`src/rtl/pixel_readout_serializer.sv`:
```
// Pixel readout serializer: buffers 32-bit databus words in a FIFO and streams pixels one byte per cycle with sof/eof.
// Optional build macro READOUT_GRAY_DECODE_EN: Gray-to-binary decode each pixel byte on the way out.
module pixel_readout_serializer #(
    parameter int DEPTH       = 4,
    parameter int FRAME_WORDS = 1
) (
    input  logic        clk,
    input  logic        reset,
    input  logic        in_valid,
    input  logic [31:0] in_data,
    output logic [7:0]  out_data,
    output logic        out_valid,
    input  logic        out_ready,
    output logic        out_sof,
    output logic        out_eof,
    output logic        overflow
);

    localparam int AW = $clog2(DEPTH);
    localparam int WW = (FRAME_WORDS > 1) ? $clog2(FRAME_WORDS) : 1;
    localparam logic [AW:0]   FULL_COUNT = (AW+1)'(DEPTH);
    localparam logic [WW-1:0] LAST_WORD  = WW'(FRAME_WORDS - 1);

    typedef enum logic [0:0] {
        ST_IDLE  = 1'b0,
        ST_SHIFT = 1'b1
    } state_t;

`ifdef READOUT_GRAY_DECODE_EN
    function automatic logic [7:0] gray_to_bin(input logic [7:0] g);
        logic [7:0] b;
        b[7] = g[7];
        for (int i = 6; i >= 0; i--) begin
            b[i] = b[i+1] ^ g[i];
        end
        return b;
    endfunction
`endif

    state_t         state_q, state_d;
    logic [31:0]    hold_q, hold_d;
    logic [1:0]     idx_q, idx_d;
    logic [WW-1:0]  cur_word_q, cur_word_d;
    logic [WW-1:0]  next_word_q, next_word_d;
    logic [AW:0]    wr_ptr_q, wr_ptr_d;
    logic [AW:0]    rd_ptr_q, rd_ptr_d;
    logic [31:0]    fifo_mem_q [DEPTH];
    logic [31:0]    fifo_mem_d [DEPTH];
    logic           overflow_q, overflow_d;

    logic [AW:0]    fifo_count;
    logic           fifo_empty;
    logic           fifo_full;
    logic           push;
    logic           pop;
    logic [31:0]    fifo_head;
    logic [7:0]     cur_byte;

    // FIFO occupancy, write acceptance and sticky overflow
    always_comb begin
        fifo_count = wr_ptr_q - rd_ptr_q;
        fifo_empty = (fifo_count == '0);
        fifo_full  = (fifo_count == FULL_COUNT);
        push       = in_valid & ~fifo_full;
        fifo_head  = fifo_mem_q[rd_ptr_q[AW-1:0]];
        overflow_d = overflow_q | (in_valid & fifo_full);
        wr_ptr_d   = wr_ptr_q + (AW+1)'(push);
        rd_ptr_d   = rd_ptr_q + (AW+1)'(pop);
        fifo_mem_d = fifo_mem_q;
        if (push) begin
            fifo_mem_d[wr_ptr_q[AW-1:0]] = in_data;
        end else begin
            fifo_mem_d = fifo_mem_q;
        end
    end

    // Serializer next state: word load from FIFO head, byte stepping on handshake
    always_comb begin
        state_d     = state_q;
        hold_d      = hold_q;
        idx_d       = idx_q;
        cur_word_d  = cur_word_q;
        next_word_d = next_word_q;
        pop         = 1'b0;
        case (state_q)
            ST_IDLE: begin
                if (!fifo_empty) begin
                    pop     = 1'b1;
                    state_d = ST_SHIFT;
                end else begin
                    state_d = ST_IDLE;
                end
            end
            ST_SHIFT: begin
                if (out_ready) begin
                    if (idx_q != 2'd3) begin
                        idx_d = idx_q + 2'd1;
                    end else if (!fifo_empty) begin
                        pop = 1'b1;
                    end else begin
                        state_d = ST_IDLE;
                    end
                end else begin
                    state_d = ST_SHIFT;
                end
            end
            default: begin
                state_d = ST_IDLE;
            end
        endcase
        // A load always starts at byte 0 and takes the next frame word slot
        if (pop) begin
            hold_d     = fifo_head;
            idx_d      = 2'd0;
            cur_word_d = next_word_q;
            if (next_word_q == LAST_WORD) begin
                next_word_d = '0;
            end else begin
                next_word_d = next_word_q + WW'(1);
            end
        end else begin
            hold_d = hold_q;
        end
    end

    // State, datapath and FIFO registers with synchronous reset
    always_ff @(posedge clk) begin
        if (reset) begin
            state_q     <= ST_IDLE;
            hold_q      <= 32'd0;
            idx_q       <= 2'd0;
            cur_word_q  <= '0;
            next_word_q <= '0;
            wr_ptr_q    <= '0;
            rd_ptr_q    <= '0;
            overflow_q  <= 1'b0;
            for (int i = 0; i < DEPTH; i++) begin
                fifo_mem_q[i] <= 32'd0;
            end
        end else begin
            state_q     <= state_d;
            hold_q      <= hold_d;
            idx_q       <= idx_d;
            cur_word_q  <= cur_word_d;
            next_word_q <= next_word_d;
            wr_ptr_q    <= wr_ptr_d;
            rd_ptr_q    <= rd_ptr_d;
            overflow_q  <= overflow_d;
            fifo_mem_q  <= fifo_mem_d;
        end
    end

    // Outputs are pure functions of registered state, so they hold while stalled
    always_comb begin
        cur_byte  = hold_q[{idx_q, 3'b000} +: 8];
`ifdef READOUT_GRAY_DECODE_EN
        out_data  = gray_to_bin(cur_byte);
`else
        out_data  = cur_byte;
`endif
        out_valid = (state_q == ST_SHIFT);
        out_sof   = (state_q == ST_SHIFT) && (cur_word_q == '0) && (idx_q == 2'd0);
        out_eof   = (state_q == ST_SHIFT) && (cur_word_q == LAST_WORD) && (idx_q == 2'd3);
        overflow  = overflow_q;
    end

endmodule

```
`config.mk`:
```
export PLATFORM = sky130hd
export DESIGN_NAME = pixel_readout_serializer
export DESIGN_NICKNAME = d
export VERILOG_FILES = /design/src/rtl/pixel_readout_serializer.sv
export SDC_FILE = /design/constraint.sdc
export NUM_CORES = 1
export LEC_CHECK = 0
export BUFFER_PORTS_ARGS = -buffer_cell sky130_fd_sc_hd__buf_2
export CORE_ASPECT_RATIO = 1.75
export CORE_UTILIZATION = 40
export CTS_CLUSTER_SIZE = 8
export DETAILED_ROUTE_END_ITERATION = 12
export HOLD_SLACK_MARGIN = 0.02
export SETUP_SLACK_MARGIN = 0.4
export SYNTH_ARGS = -nofsm -noshare
export SYNTH_HDL_FRONTEND = slang
export SYNTH_SLANG_ARGS = --single-unit
```
`constraint.sdc`:
```
create_clock -name clk -period 5.8 [get_ports clk]
set_input_delay 1.16 -clock clk [delete_from_list [all_inputs] [get_ports clk]]
set_output_delay 1.16 -clock clk [all_outputs]
set_load 0.01 [all_outputs]
```
# Word level (Yosys, flattened, before mapping)
# Cells that the tools add are included.
[word_totals]
out_inout_bits = 12
rom_bits = 0
latch_bits = 0
ram_bits = 0
reg_bits = 172
memories = 0
[op_classes]
addsub = 5
n_reduce_logical = 8
magnitude_cmp = 3
mul = 0
eq_ne = 3
n_div = 0
n_bitwise = 8
n_mux = 14
shifts = 1
[op_table]
columns = ["operator", "n"]
rows = [
  ["128-bit bitwise mux", 1],
  ["32-bit two-way mux", 3],
  ["32-bit binary-select mux with 2-bit select", 1],
  ["32-bit demux with 2-bit select", 1],
  ["32-bit by 6-bit variable part select with 8-bit output", 1],
  ["3-bit by 1-bit adder with 3-bit output", 2],
  ["3-bit greater-or-equal comparator, second input constant", 2],
  ["1-bit two-way mux", 6],
  ["2-bit inverter with 3-bit output", 2],
  ["1-bit logical AND", 4],
  ["1-bit case mux with 2 select lines", 2],
  ["3-bit equality test, second input constant", 1],
  ["3-bit zero test", 1],
  ["3-bit by 1-bit < comparator with 1-bit output, second input constant", 1],
  ["1-bit inverter", 3],
  ["3-bit AND reduction", 1],
  ["3-bit subtractor", 1],
  ["2-bit by 1-bit adder with 2-bit output, second input constant", 1],
  ["1-bit AND", 2],
  ["2-bit equality test, second input constant", 1],
  ["2-bit zero test", 1],
  ["2-bit != test, second input constant", 1],
  ["2-bit OR reduction", 1],
  ["1-bit adder, second input constant", 1],
  ["1-bit OR", 1],
]

# Depth between registers and ports, before layout
# Gate-level depths: netlist of the first run.
[depth]
depth_word = 7
depth_mapped = 13
ltp_nobuf = 9

# Worst setup path after synthesis of the first run
# No wires, ideal clock.
[synth_path]
path_kind = "register to register"
startpoint = "register rd_ptr_q[1]"
endpoint = "register rd_ptr_q[1]"
t_arrival_ns = 2.705
path_stages_with_launch = 13
path_slack_ns = 2.967
setup_time_ns = 0.128
cell_sequence = "dfxtp_1 clkbuf_1 buf_2 inv_1 ha_1 nor2b_1 xor2_1 a31oi_1 buf_2 buf_6 ha_1 ha_1 nor2b_1"
[synth_via]
elab_chain_cells = 7
[synth_rtl]
columns = ["item", "line", "text"]
rows = [
  ["start, declared", "46", "logic [AW:0] rd_ptr_q, rd_ptr_d;"],
  ["start signal, assigned", "147", "rd_ptr_q <= rd_ptr_d;"],
  ["3-bit subtractor", "61", "fifo_count = wr_ptr_q - rd_ptr_q;"],
  ["3-bit zero test", "62", "fifo_empty = (fifo_count == '0);"],
  ["1-bit two-way mux", "87, 98", ""],
  ["1-bit two-way mux", "96", "if (idx_q != 2'd3) begin"],
  ["1-bit two-way mux", "95", "if (out_ready) begin"],
  ["1-bit case mux with 2 select lines", "85", "case (state_q)"],
  ["3-bit by 1-bit adder with 3-bit output *", "68", "rd_ptr_d = rd_ptr_q + (AW+1)'(pop);"],
  ["named net rd_ptr_d[1]", "46", ""],
]
# The timed path passes the listed nets; every way through them passes the cells marked *.
# A chain may end at the register's enable or synchronous reset.

# Final worst setup path of the first run
[layout_path]
startpoint = "register wr_ptr_q[0]"
endpoint = "register fifo_mem_q[48] in the netlist's numbering"
[layout_via]
elab_chain_cells = 6
word_cells_on_any_way = 11
cone_classes = "add/sub (1); order compare (2); eq/ne (1); mux (3); bitwise (3); reduce/logical (1)"
[layout_rtl]
columns = ["item", "line", "text"]
rows = [
  ["start, declared", "45", "logic [AW:0] wr_ptr_q, wr_ptr_d;"],
  ["start signal, assigned", "146", "wr_ptr_q <= wr_ptr_d;"],
  ["2-bit inverter with 3-bit output (implied by the code)", "71", "fifo_mem_d[wr_ptr_q[AW-1:0]] = in_data;"],
  ["3-bit greater-or-equal comparator (implied by the code) / 3-bit by 1-bit < comparator with 1-bit output (equally long branches)", "71", ""],
  ["1-bit logical AND (implied by the code)", "71", ""],
  ["32-bit two-way mux (implied by the code)", "71", ""],
  ["32-bit demux with 2-bit select", "71", ""],
  ["128-bit bitwise mux", "71", ""],
  ["end signal, assigned", "149", "fifo_mem_q <= fifo_mem_d;"],
  ["end, declared", "47", "logic [31:0] fifo_mem_q [DEPTH];"],
]
# Several ways; a longest one is shown, not always the timed one.

==> results of run 1 <==
-- cell type report --
| type | count | area, um2 |
|---|---|---|
| Clock buffer | 19 | 433 |
| Clock inverter | 13 | 145 |
| Fill cell | 1673 | 9690 |
| Inverter | 5 | 23.8 |
| Multi-Input combinational cell | 465 | 3750 |
| Sequential cell | 170 | 3400 |
| Tap cell | 234 | 293 |
| Timing Repair Buffer | 57 | 310 |
-- layout by cell type (no fill, tap or decap), types with 2 or more instances in the layout --
cell        netlist  layout
and2_1            2       2
buf_2            13      47
buf_4             3      10
bufinv_16         0       2
clkbuf_1         32       2
clkbuf_16         0      17
clkinv_4          0       2
clkinvlp_4        0       6
dfxtp_1         170     169
ha_1              8       8
inv_1             4       4
inv_6             0       3
mux2i_1         161     161
mux4_2           40      40
nand2_1         226     226
nor2_1            5       5
nor2b_1           5       5
nor3_1            3       3
o2111ai_4         0       2
xnor2_1           4       4
-- how the worst max path moves through the flow --
| stage | depth (start not counted) | startpoint | endpoint |
|---|---|---|---|
| after floorplan | 12 | rd_ptr_q[1] | rd_ptr_q[1] |
| after global placement | 7 | wr_ptr_q[0] | fifo_mem_q[16] |
| after detailed placement | 5 | reset | fifo_mem_q[110] |
| after CTS | 7 | wr_ptr_q[0] | fifo_mem_q[1] |
| after global routing | 7 | wr_ptr_q[0] | fifo_mem_q[8] |
| final | 7 | wr_ptr_q[0] | fifo_mem_q[48] |
-- synthesized netlist by cell type, drive strengths merged --
| master | number |
|---|---|
| xor2 | 1 |
| a311oi | 1 |
| buf | 20 |
| a31oi | 1 |
| and2 | 2 |
| nor3 | 3 |
| o211ai | 1 |
| nand2 | 226 |
| a41oi | 1 |
| o2111ai | 2 |
| ha | 8 |
| mux2i | 161 |
| xnor2 | 5 |
| inv | 5 |
| clkbuf | 32 |
| o21a | 1 |
| nor2b | 5 |
| a21boi | 1 |
| nor2 | 5 |
| mux4 | 40 |
| nand3b | 1 |
| dfxtp | 170 |
-- sequential cells by signal, indices dropped and copies added (netlist names) --
signal and cells:
idx_q 2, fifo_mem_q 128, wr_ptr_q 3, out_valid 1, overflow 1, rd_ptr_q 3
hold_q 32
-- kinds of logic after synthesis --
logic type	after synthesis	synth area share, %
DFF	170	46.2
adders and majority gates	8	1.36
muxes	201	34.1
AOI/OAI and AO/OA	8	1.19
xor gates and xnor gates	6	0.816
and+or+nand+nor	242	12.7
buffers and inverters	57	3.59
-- power groups by stage --
stage               Clock [W]  Sequential, W  Combinational, W
finish                0.00111        0.00137          0.000843
global route          0.00118        0.00138          0.000902
CTS                   0.00113        0.00137          0.000854
detailed placement          0        0.00140          0.000852
global placement            0        0.00139          0.000835
floorplan                   0        0.00136          0.000673
-- stage by stage --
stage	setup WS, ns	instances	utilization [%]
6_report	2.73	963	46.3
3_5_place_dp	2.73	931	43.1
5_1_grt	2.61	963	46.3
3_3_place_gp	2.81	931	43.1
4_1_cts	2.71	963	46.3
2_1_floorplan	2.97	692	-
-- metal layers --
| metal | global-route usage [%] | routed length [um] | vias up |
|---|---|---|---|
| li1 | - | - | 2414 |
| met3 | 3.63 | 350 | 21 |
| met4 | 8.11 | 448 | 0 |
| met1 | 20.0 | 6770 | 2426 |
| met5 | 0 | 0 | - |
| met2 | 34.0 | 9000 | 79 |
-- critical path, stage by stage (launching register included) --
cell and delay, ns:
dfxtp_1 0.45, inv_1 0.14, ha_1 0.21, nor2b_1 0.16, xor2_1 0.71, o2111ai_4 0.60, buf_4 0.48, mux2i_1 0.16
==> reports/metrics.yaml, run 1 <==
first_pass_iters: 7
clock_latency_ns: 0.42
period_minus_slack_ns: 3.07
holdPathEnd: "fifo_mem_q[78]"
swShare_pct: 30.6
cp.required_ns: 6.09
cp.arrival_ns: 3.36
dpl_cell_area_um2: 7780
leakagePower_nw: 3.58
layout-drive-gt1-share_pct: 18.5
synth_top_cell_area_share_pct: 46.2
clock_sinks: 170
remaining_drc_errors: 0
ys_ff_latch: 170
slew_headroom_pct: 33.5
routed_via_density: 5.13
slew_viol_final: 0
tightest_slew_ns: 0.997
fmaxAchievable_ghz: 0.326
grt_pass1_vias: 5210
setup_viol: 0
syn_inst: 692
synthTopCellsByArea: "dfxtp_1 (46%), mux2i_1 (22%), mux4_2 (12%), nand2_1 (12%), clkbuf_1 (1.6%)"
fin_hold_ws_ns: 0.452
cts-buffers-inserted: 17
h-tree-depth: 4
switching_power_w: 0.00102
clockBufferDepth: 2
drtAntennaViolNets: 0
seqPwrFrac_pct: 41.2
reg2reg_slack_ns: 2.73
powerDensity_nw_per_um2: 397
routed_wl_mm: 16.6
die_w_um: 105
gp_congestion: 0.740
post-cts-setup-buffer-count: 0
root_buffer: "clkbuf_16"
ir_drop_mv: 0.217
setup-tns-final_ns: 0
min_path_type: "reg2reg"
drt_iter0_markers: 136
hold_viol_final: 0
globalRoute.totalOverflow: 0
cap_viol_max_count: 0
area_delta_synth_final_pct: 13.6
path_max_fanout: 17
ff2ff_path_depth: 7
syn_area_um2: 7360
finalCritPeriodShare_pct: 52.9
num_vias: 4940
die_area_um2: 19000
wl_per_cell_um: 17.2
die_h_um: 181
io-pin-count: 48
cts_resized: 0
path_class: "reg2reg"
rsz0062_at_grt: "no"
final_area_um2: 8360
ctsHoldBuffers: 0
ys_seq_area_share_pct: 46.2
total_power_w: 0.00332
path_clk_slew_ns: 0.06
grt_antenna_before_repair: 0
skew_ns: 0.00623
status: "finished clean"
antenna_cells: 0
initial_utilization_pct: 40.8
core_um2: 18100
synth_area_per_cell_um2: 10.6
p_int_w: 0.00230
synth_top_area_cell: "dfxtp_1"
ys_warn_count: 0
cts_tree: "built"
post-dp-hpwl_mm: 11.0
track_usage_pct: 18.4
worstHoldPathCells: 2
r2r_end: "fifo_mem_q[48]"
start_kind: "flip-flop"
pwr-share-comb_pct: 25.4
synth.distinct_cells: 27
numPortBuffers: 47
end_kind: "flip-flop"
grt_pass1_wl_mm: 26.7
fin_nets: 760
power_frac_clock_pct: 33.4
min-delay-start: "fifo_mem_q[78]"
reg2reg_from: "wr_ptr_q[0]"
grt_max_degree: 142
synth_nets: 736
std_cell_rows: 65
No activity file was read; power rests on OpenSTA's default activity.
==> run 2, diff against run 1 <==
Clock period 5.8 ns to 2.75 ns, I/O delays scaled along.
==> run 2 against run 1 <==
- register-to-register slack worse by 2.2 ns
- non-clock buffer count up 8
- global-route usage up 0.065 points
- first-iteration DRC count grew 18%
- sequential share of layout area down 0.98 points
- sequential cell count did not move
- via count is 1.4% higher
- combinational power is 120% higher
- clock skew up 0.0049 ns
- critical path depth up 3
- clock power is 130% higher
- maximum frequency is 37% higher
==> reports/metrics.yaml, run 2 (same netlist as run 1, synthesis figures left out) <==
setup_viol: 0
cp.arrival_ns: 2.55
h-tree-depth: 4
clock_latency_ns: 0.43
final_common_cell: "nand2_1"
clockBufferDepth: 2
finalWorstSetupSlack_ns: 0.512
finalCritPeriodShare_pct: 81.4
num_vias: 5007
cp.required_ns: 3.06
rsz0062_at_grt: "no"
globalRoute.totalOverflow: 0
seqPwrFrac_pct: 39.5
root_buffer: "clkbuf_16"
layout-drive-gt1-share_pct: 20.2
track_usage_pct: 18.4
grt_pass1_vias: 5323
drt_iter0_markers: 160
grt_max_degree: 58
hold_viol_final: 0
setup-tns-final_ns: 0
skew_ns: 0.0111
powerDensity_nw_per_um2: 847
die_h_um: 181
switching_power_w: 0.00215
gp_congestion: 0.758
wl_per_cell_um: 17.0
path_max_fanout: 5
power_frac_clock_pct: 34.6
fmaxAchievable_ghz: 0.447
status: "finished clean"
die_w_um: 105
slew_headroom_pct: 52.3
fin_nets: 768
pwr-share-comb_pct: 25.9
end_kind: "flip-flop"
die_area_um2: 19000
initial_utilization_pct: 40.8
p_int_w: 0.00510
grt_antenna_before_repair: 0
slew_viol_final: 0
area_delta_synth_final_pct: 16.4
numPlacedInstances: 938
first_pass_iters: 4
grt_pass1_wl_mm: 27.2
leakagePower_nw: 3.68
reg.largest.list: "fifo_mem_q: 128 flops, hold_q: 32 flops"
remaining_drc_errors: 0
period_minus_slack_ns: 2.24
mostFrequentLayoutCells: "nand2_1 (225), dfxtp_1 (169), mux2i_1 (161)"
min_path_type: "in2reg"
routed_via_density: 5.16
drtAntennaViolNets: 0
cap_viol_max_count: 0
numPortBuffers: 47
cts-buffers-inserted: 17
ctsHoldBuffers: 0
routed_wl_mm: 16.5
path_clk_slew_ns: 0.07
ir_drop_mv: 0.455
clock_sinks: 170
tightest_slew_ns: 0.716
fin_hold_ws_ns: 0.439
post-dp-hpwl_mm: 11.0
core_um2: 18100
place_worst_setup_slack_ns: 0.278
cts_tree: "built"
swShare_pct: 29.7
antenna_cells: 0
largest_reg_flops: 128
layoutNonFillerInstCount: 971
path_class: "reg2reg"
start_kind: "flip-flop"
std_cell_rows: 65
regMostFlops: "fifo_mem_q"
io-pin-count: 48
## run 2: per-layer routing
metal,track usage (%),wire [um],vias up
li1,-,-,2433
met1,20.5,6880,2487
met2,34.0,8860,66
met3,2.87,310,21
met4,8.63,432,0
met5,0,0,-
## run 2: area by class of cell
type / instances / area (um2)
Clock buffer: 20 / 467
Clock inverter: 12 / 164
Fill cell: 1708 / 9490
Inverter: 5 / 23.8
Multi-Input combinational cell: 465 / 3780
Sequential cell: 170 / 3400
Tap cell: 234 / 293
Timing Repair Buffer: 65 / 432
## run 2: stage by stage
stage	total power, W	utilization, %	instance area (um2)
after global placement	0.00474	43.8	7900
after floorplan	0.00434	-	7410
after detailed placement	0.00480	43.8	7900
after CTS	0.00734	47.4	8560
after global routing	0.00757	47.4	8570
final	0.00725	47.4	8570
## run 2: critical path, cell delays in order, from the launching register on
cell     delay [ns]
dfxtp_1        0.45
inv_1          0.14
ha_1           0.22
nor2b_4        0.15
xor2_4         0.19
buf_4          0.19
o21a_1         0.17
ha_1           0.18
ha_1           0.22
xnor2_1        0.16
nor2_1         0.05
## run 2: power groups by stage
stage / combinational (W) / sequential, W / clock (W)
final: 0.00188 / 0.00286 / 0.00251
after global routing: 0.00202 / 0.00289 / 0.00266
after floorplan: 0.00147 / 0.00287 / 0
after global placement: 0.00184 / 0.00290 / 0
after CTS: 0.00190 / 0.00286 / 0.00257
after detailed placement: 0.00188 / 0.00292 / 0
## run 2: worst paths after layout
path	startpoint	end	slack, ns	depth (start not counted)
worst min register to register	fifo_mem_q[85]	fifo_mem_q[85]	0.45	2
worst max-delay path	wr_ptr_q[0]	wr_ptr_q[2]	0.51	10
worst max register to register	wr_ptr_q[0]	wr_ptr_q[2]	0.51	10
worst min-delay path	in_data[19]	fifo_mem_q[51]	0.44	3
## run 2: timing repair
action	CTS	global route
endpoints found under the hold margin	0	0
buffers inserted	0	1
endpoints found under the setup margin	19	7
gates cloned	0	0
resized for setup	4	1
==> run 3, diff against run 2 <==
Clock period 2.75 ns to 1.98 ns, I/O delays scaled along.
==> run 3 against run 2 <==
- the run now ends with setup timing left
- utilization is 7.7 points higher
- cell count up 6.5%
- wire length increased by 21%
- critical path type is now reg2out
- largest power group is now combinational cells
==> reports/metrics.yaml, run 3 (same netlist as run 1, synthesis figures left out) <==
drtAntennaViolNets: 0
root_buffer: "clkbuf_16"
hold_viol_final: 0
drt_iter0_markers: 186
leakagePower_nw: 4.25
top_layer_used: "met4"
grt_pass1_vias: 5764
fmaxAchievable_ghz: 0.493
regMostFlops: "fifo_mem_q"
period_minus_slack_ns: 2.03
first_pass_iters: 4
gp_congestion: 0.748
slew_viol_final: 0
seq_area_um2: 3410
wl_met1_mm: 7.56
final_common_cell: "nand2_1"
violations: "setup timing"
cts_tree: "built"
routed_via_density: 5.21
numPlacedInstances: 949
cap_viol_max_count: 0
path_class: "reg2out"
cp.required_ns: 1.58
total_power_w: 0.0121
post-dp-hpwl_mm: 11.3
reg.largest.list: "fifo_mem_q: 128 flops, hold_q: 32 flops"
mostFrequentLayoutCells: "nand2_1 (226), dfxtp_1 (166), mux2i_1 (156)"
met3_length_um: 464
multiInputGateArea_um2: 3950
grt_pass1_wl_mm: 30.8
io-pin-count: 48
wl_per_cell_um: 19.3
remaining_drc_errors: 0
setup_viol: 38
die_h_um: 181
start_kind: "flip-flop"
slew_headroom_pct: 70.3
powerDensity_nw_per_um2: 1220
cts-buffers-inserted: 17
ir_drop_mv: 0.704
min_path_type: "in2reg"
clock_latency_ns: 0.43
setup-tns-final_ns: -0.739
finalWorstSetupSlack_ns: -0.0478
h-tree-depth: 4
path_max_fanout: 5
tightest_slew_ns: 0.445
std_cell_rows: 65
fin_nets: 832
num_vias: 5384
finalCritPeriodShare_pct: 102
track_usage_pct: 21.4
die_area_um2: 19000
post-route-util_pct: 55.1
core_um2: 18100
rsz0062_at_grt: "yes"
ctsHoldBuffers: 0
routed_wl_mm: 20.0
clock_sinks: 170
area_delta_synth_final_pct: 35.2
die_w_um: 105
status: "finished with violations"
grt_antenna_before_repair: 0
initial_utilization_pct: 40.8
clockBufferDepth: 2
end_kind: "output pin"
place_worst_setup_slack_ns: -0.0575
n_fill_cell: 1562
met2WireLength_mm: 11.2
path_clk_slew_ns: 0.07
grt_max_degree: 50
numPortBuffers: 47
antenna_cells: 0
globalRoute.totalOverflow: 0
layout-drive-gt1-share_pct: 29.6
largest_reg_flops: 128
skew_ns: 0.0107
layoutNonFillerInstCount: 1034
cp.arrival_ns: 1.63
run 3: what timing repair did:
item,in CTS,in global routing
setup endpoints to repair,178,179
setup buffers,23,12
cloned,18,1
pin swaps,9,3
resized for setup,64,25
run 3: through the flow:
step	instance area [um2]	hold WS (ns)
after detailed placement	8140	0.445
after floorplan	7500	0.432
final	9950	0.293
after CTS	9680	0.281
after global placement	8140	0.439
after global routing	9950	0.303
run 3: where the power goes:
part	leakage [nW]	switching, W	internal (W)
sequential	1.38	0.000209	0.00378
clock	0.288	0.00142	0.00211
combinational	2.58	0.00200	0.00260
run 3: critical path, cell delays in order, from the launching register on:
cell and delay [ns]:
dfxtp_4 0.38, buf_8 0.13, mux4_2 0.54, buf_6 0.15
run 3: worst paths after layout:
kind              slack, ns  cells after the start            from        endpoint
hold reg to reg        0.46                      2  fifo_mem_q[78]  fifo_mem_q[78]
hold / removal         0.29                      3     in_data[13]  fifo_mem_q[45]
setup reg to reg      -0.04                     10     wr_ptr_q[0]      hold_q[30]
setup / recovery      -0.05                      3        idx_q[0]     out_data[7]
run 3: cell type report:
| type | count | share of cell area, % |
|---|---|---|
| Multi-Input combinational cell | 465 | 39.7 |
| Inverter | 5 | 0.289 |
| Timing Repair Buffer | 129 | 16.5 |
| Clock inverter | 14 | 1.99 |
| Clock buffer | 17 | 4.28 |
| Tap cell | 234 | 2.94 |
| Sequential cell | 170 | 34.3 |
run 3: layer usage:
| layer | global-route usage [%] | up-vias |
|---|---|---|
| li1 | - | 2573 |
| met1 | 22.1 | 2684 |
| met2 | 40.4 | 86 |
| met3 | 3.55 | 41 |
| met4 | 12.1 | 0 |
| met5 | 0 | - |
